File: config.mk
export PLATFORM = sky130hd
export DESIGN_NAME = pc_fetch_ctrl_flat
export DESIGN_NICKNAME = d
export VERILOG_FILES = /design/src/rtl/pc_fetch_ctrl_if.sv /design/src/rtl/pc_fetch_ctrl.sv /design/src/flat_wrapper.sv
export SDC_FILE = /design/constraint.sdc
export NUM_CORES = 1
export LEC_CHECK = 0
export CELL_PAD_IN_SITES_DETAIL_PLACEMENT = 1
export CELL_PAD_IN_SITES_GLOBAL_PLACEMENT = 2
export CORE_ASPECT_RATIO = 1.2
export CORE_UTILIZATION = 29
export CTS_CLUSTER_SIZE = 40
export DETAILED_ROUTE_END_ITERATION = 16
export PLACE_DENSITY_LB_ADDON = 0.08
export SLEW_MARGIN = 0
export SYNTH_ARGS = -nofsm -noshare
export SYNTH_HDL_FRONTEND = slang
export SYNTH_SLANG_ARGS = --single-unit
File: constraint.sdc
create_clock -name clk -period 5.65 [get_ports clk]
set_input_delay 1.13 -clock clk [delete_from_list [all_inputs] [get_ports clk]]
set_output_delay 1.13 -clock clk [all_outputs]
set_load 0.1 [all_outputs]
File: src/rtl/pc_fetch_ctrl_if.sv
// Instruction-memory request/ack handshake between the fetch sequencer and imem.
// The fetch address is the separate PC port, because PC also feeds addPC4.
interface pc_fetch_ctrl_if;
    logic imem_req;
    logic imem_ack;

    modport master (output imem_req, input  imem_ack);
    modport slave  (input  imem_req, output imem_ack);
endinterface

File: src/rtl/pc_fetch_ctrl.sv
// Program-counter register and fetch sequencer: follows addPC4 sequentially,
// redirects on branch/jump, and holds one pending redirect while a fetch is outstanding.
module pc_fetch_ctrl #(
    parameter int            AW        = 10,
    parameter logic [AW-1:0] RESET_VEC = '0,
    parameter int            CW        = 16
) (
    input  logic          clk,
    input  logic          rst,
    input  logic [AW-1:0] siguiente,
    output logic [AW-1:0] PC,
    input  logic          branch_take,
    input  logic [AW-1:0] branch_target,
    input  logic          jump,
    input  logic [AW-1:0] jump_target,
    input  logic          stall,
    pc_fetch_ctrl_if.master imem,
    output logic          fetch_valid,
    output logic          misalign,
    output logic [CW-1:0] fetch_cnt
);

    typedef enum logic [1:0] {
        BOOT = 2'd0,
        REQ  = 2'd1,
        HOLD = 2'd2
    } state_e;

    state_e        state_q, state_d;
    logic [AW-1:0] pc_q, pc_d;
    logic          pend_valid_q, pend_valid_d;
    logic [AW-1:0] pend_tgt_q, pend_tgt_d;
    logic          fetch_valid_q, fetch_valid_d;
    logic          misalign_q, misalign_d;
    logic [CW-1:0] cnt_q, cnt_d;

    logic          redir_now;
    logic [AW-1:0] redir_raw;
    logic [AW-1:0] redir_aligned;

    // Jump outranks branch; the chosen target is word-aligned before use.
    assign redir_now     = jump | branch_take;
    assign redir_raw     = jump ? jump_target : branch_target;
    assign redir_aligned = {redir_raw[AW-1:2], 2'b00};

    always_comb begin
        // NOTE: every output of this block gets a default first, so no path can infer a latch.
        state_d       = state_q;
        pc_d          = pc_q;
        pend_valid_d  = pend_valid_q;
        pend_tgt_d    = pend_tgt_q;
        fetch_valid_d = 1'b0;
        misalign_d    = misalign_q;
        cnt_d         = cnt_q;

        unique case (state_q)
            BOOT: begin
                // siguiente is not trusted here: addPC4 may still be in reset.
                state_d = REQ;
            end

            REQ: begin
                if (redir_now && (redir_raw[1:0] != 2'b00)) misalign_d = 1'b1;
                if (imem.imem_ack) begin
                    if (redir_now)         pc_d = redir_aligned;
                    else if (pend_valid_q) pc_d = pend_tgt_q;
                    else                   pc_d = siguiente;
                    // The returned instruction belongs to the old path when any redirect is live.
                    if (!(redir_now || pend_valid_q)) begin
                        fetch_valid_d = 1'b1;
                        if (cnt_q != {CW{1'b1}}) cnt_d = cnt_q + CW'(1);
                    end
                    pend_valid_d = 1'b0;
                    state_d      = stall ? HOLD : REQ;
                end else if (redir_now) begin
                    pend_valid_d = 1'b1;
                    pend_tgt_d   = redir_aligned;
                end
            end

            HOLD: begin
                // Nothing is in flight, so a redirect lands in PC directly with no squash.
                if (redir_now) begin
                    pc_d = redir_aligned;
                    if (redir_raw[1:0] != 2'b00) misalign_d = 1'b1;
                end
                if (!stall) state_d = REQ;
            end

            default: state_d = BOOT;
        endcase
    end

    // NOTE: sequential state uses non-blocking assignments only; rst is sampled on the clock edge.
    always_ff @(posedge clk) begin
        if (rst) begin
            state_q       <= BOOT;
            pc_q          <= RESET_VEC;
            pend_valid_q  <= 1'b0;
            pend_tgt_q    <= '0;
            fetch_valid_q <= 1'b0;
            misalign_q    <= 1'b0;
            cnt_q         <= '0;
        end else begin
            state_q       <= state_d;
            pc_q          <= pc_d;
            pend_valid_q  <= pend_valid_d;
            pend_tgt_q    <= pend_tgt_d;
            fetch_valid_q <= fetch_valid_d;
            misalign_q    <= misalign_d;
            cnt_q         <= cnt_d;
        end
    end

    assign PC            = pc_q;
    assign imem.imem_req = (state_q == REQ);
    assign fetch_valid   = fetch_valid_q;
    assign misalign      = misalign_q;
    assign fetch_cnt     = cnt_q;

endmodule

File: src/flat_wrapper.sv
// flat-port wrapper written by rule: the top's interface ports become plain ports
module pc_fetch_ctrl_flat 
#(
    parameter int            AW        = 10,
    parameter logic [AW-1:0] RESET_VEC = '0,
    parameter int            CW        = 16
)
  (clk, rst, siguiente, PC, branch_take, branch_target, jump, jump_target, stall, fetch_valid, misalign, fetch_cnt, imem_imem_req, imem_imem_ack);
  pc_fetch_ctrl_if imem_i ();
  input  logic clk;
  input  logic rst;
  input  logic [AW-1:0] siguiente;
  output logic [AW-1:0] PC;
  input  logic branch_take;
  input  logic [AW-1:0] branch_target;
  input  logic jump;
  input  logic [AW-1:0] jump_target;
  input  logic stall;
  output logic fetch_valid;
  output logic misalign;
  output logic [CW-1:0] fetch_cnt;
  output wire logic [$bits(imem_i.imem_req)-1:0] imem_imem_req;
  input wire logic [$bits(imem_i.imem_ack)-1:0] imem_imem_ack;
  assign imem_imem_req = imem_i.imem_req;
  assign imem_i.imem_ack = imem_imem_ack;
  pc_fetch_ctrl #(.AW(AW), .RESET_VEC(RESET_VEC), .CW(CW)) u_core (.clk(clk), .rst(rst), .siguiente(siguiente), .PC(PC), .branch_take(branch_take), .branch_target(branch_target), .jump(jump), .jump_target(jump_target), .stall(stall), .imem(imem_i), .fetch_valid(fetch_valid), .misalign(misalign), .fetch_cnt(fetch_cnt));
endmodule
==> results by group <==
Floorplanning
  – Die Ht: 95.5 um
  – Core ar.: 0.00694 mm2
  – IO Pins: 65
  – Die W: 79.9 um
  – Die area: 0.00763 mm2
  – Floorplan row count: 33
  – Initial Util: 30.4%

Clock network
  – Root Driver: clkbuf_8
  – CTS tree: yes
  – Clock slew seen by the registers of the worst setup and hold paths: 0.08 ns
  – CTS hold repair buffers: 0
  – Post-CTS Resized: 0
  – Max clock buf depth: 2
  – CTS HTree Levels: 2
  – Post-CTS Setup Inserts: 0
  – CTS buffer count: 5
  – Sink Count: 39
  – Clk Latency, worst-skew pair: 0.29 ns

Worst hold path
  – Hold Crit Class: reg2reg
  – Worst Hold Path Cells: 2
  – Min-delay src: u_core.PC[3]
  – Hold Path End: u_core.PC[3]

Synth
  – Multiplexer area fraction after synthesis: 10.1%
  – Mapped Cells: 246
  – Post-synthesis adder-cell area fraction: 2.96%
  – Ys async rst share: 0%
  – EDFF count, synth: 0
  – Synthesis-stage register bit count: 39
  – Mapped cell area: 0.00211 mm2
  – Avg Cell Area, Syn: 8.59 um2
  – Seq/Total Area, Yosys: 37.0%
  – Netlist cell types: 44
  – Simple logic cell fraction of the synthesized area: 29.3%
  – Most used flip-flop cell after synthesis: dfxtp_1
  – Post-Synth XOR/XNOR Area: 0%
  – Syn nets: 287
  – Yosys top cell by area: dfxtp_1
  – Yosys warns: 0
  – Top cells by area, synth: dfxtp_1 37%, a21oi_1 6.2%, mux2_2 5.3%
  – Top-area cell type share of the netlist area: 37.0%
  – Largest family of logic cells by synthesized area: simple AND/OR/NAND/NOR gates
  – Synth Area in Compound Gates: 15.6%

Placed design
  – Count of input and output buffers: 64
  – GP Congestion: 0.740
  – Post-DP HPWL: 4.38 mm
  – Dpl cells: 384
  – Area after DPL: 0.00278 mm2

Route
  – Routed vias/inst: 5.12
  – DR iter-0 viols: 32
  – Drt pass-1 iters: 4
  – Vias: 2006
  – # DRC: 0
  – Number of routed nets with antenna violations: 0
  – Avg WL per Cell: 15.4 um
  – Final WL: 6.04 mm

Global routing
  – GRT Util Overall: 17.1%
  – Global-route wire length before repair: 10.0 mm
  – Largest net degree at the start of global routing: 43
  – Vias in the first global route: 2029
  – Initial antenna violation count: 0
  – Grt ovf: 0

Finish
  – Fillcell total: 836
  – FF+latch area: 781 um2
  – N_diodes: 0
  – Share of layout cells above drive strength 1: 8.85%
  – Fin cells: 392
  – Fin area: 0.00287 mm2
  – Area Overhead vs Synth: 35.8%
  – Nets: 345
  – Multi-input gate area: 0.00122 mm2

Power
  – VDD IR max: 0.000122 V
  – LEAKAGE: 0.958 nW
  – Pwr dens: 245 mW/mm2
  – Power Total: 702 uW

Worst setup path
  – R2R depth: 6
  – WP data arrival: 2.25 ns
  – CP Max Fanout: 8
  – Worst Path Class, Setup: reg2out
  – Crit. End Element: primary output
  – Reg2reg end: u_core.PC[6]
  – Crit start category: flip-flop
  – R2R Setup Slk: 3.46 ns
  – RR Startpoint: u_core.state_q[1]
  – CP required: 4.52 ns

STA
  – Sum Neg Setup Slack: 0 ns
  – Hold Slack: 0.460 ns
  – Final min period: 3.38 ns
  – Fmax: 0.296 GHz
  – RSZ-0062 raised after global routing: no
  – Final setup viols: 0
  – Clock skew: 0.00460 ns
  – Measured slew at the worst slew-check pin: 0.981 ns
  – Slew headroom: 34.4%
  – Period utilization: 59.8%
  – Endpoints failing hold: 0
  – Max Slew Vio Count: 0

Run
  – MaxCap Viol Count: 0

Run status
  – Status: complete, no violations
[per-layer routing]
layer  wire length, um  global-route usage, %
met5                 0                      0
met4                74                   6.10
met3               194                   3.16
met2              3090                   31.8
met1              2690                   19.2
[Yosys cell counts (all sizes together) (3+ instances only)]
library cell / n
a21oi: 26
buf: 7
clkbuf: 8
dfxtp: 39
ha: 5
inv: 4
mux2: 11
mux2i: 9
nand2: 29
nand2b: 4
nand3: 4
nand4: 4
nor2: 20
nor2b: 3
nor3: 21
nor4: 3
o211ai: 9
o21ai: 4
o31ai: 7
or4: 7
[sequential cells by signal, summed over array words and instances (netlist names)]
name,cells
u_core.PC,10
u_core.pend_tgt_q,8
u_core.state_q,2
u_core.fetch_cnt,16
u_core.pend_valid_q,1
u_core.fetch_valid,1
u_core.misalign,1
[where the power goes]
part,total (mW),switching [mW],internal [mW]
registers,0.304,0.0126,0.291
clock network,0.193,0.106,0.0865
logic,0.206,0.136,0.0701
total,0.702,0.255,0.448
[cell type report]
cell class,instances,share of cell area [%]
clock buffer,6,2.53
clock inverter,2,0.436
inverter,4,0.523
multi-input combinational,188,42.7
sequential,39,27.2
tap,87,3.79
timing repair buffer,66,22.9
[worst max-delay path by stage]
| stage | start | to | slack, ns |
|---|---|---|---|
| after floorplan | u_core.state_q[1] | u_core.fetch_cnt[11] | 3.07 |
| after global placement | jump | u_core.fetch_cnt[6] | 2.17 |
| after detailed placement | jump | u_core.fetch_cnt[6] | 2.11 |
| after CTS | u_core.state_q[0] | imem_imem_req | 2.27 |
| after global routing | u_core.state_q[0] | imem_imem_req | 2.19 |
| final | u_core.state_q[1] | imem_imem_req | 2.27 |
[layout by cell type, fill, tap and decap left out, types with 4 or more instances in the layout]
master / count
o211ai_1: 9
dfxtp_1: 39
nor3_1: 21
nor2_1: 20
nand2_1: 29
nand3_1: 4
or4_1: 7
o31ai_1: 7
mux2_2: 10
clkdlybuf4s50_1: 64
o21ai_0: 4
inv_1: 4
ha_1: 5
nand2b_1: 4
clkbuf_8: 5
mux2i_1: 9
a21oi_1: 26
[per-stage QoR]
| step | util, % | worst slack (ns) |
|---|---|---|
| 5_1_grt | 41.4 | 2.19 |
| 2_1_floorplan | - | 3.07 |
| 3_3_place_gp | 40.1 | 2.17 |
| 3_5_place_dp | 40.1 | 2.11 |
| 4_1_cts | 41.4 | 2.27 |
| 6_report | 41.4 | 2.27 |
[logic make-up (layout without fill, tap and decap cells)]
group                    after synthesis  after routing
buffers and inverters                 19             78
flip-flops                            39             39
AND/OR/NAND/NOR                      111            111
adder cells (fa/ha/maj)                5              5
AO/OA/AOI/OAI                         52             52
multiplexers                          20             20
[critical path: stages, from the launching register on]
cell,delay (ns)
dfxtp_1,0.34
inv_1,0.08
ha_1,0.33
clkdlybuf4s50_1,1.20
Note: power is estimated with default switching activity, not from simulation.
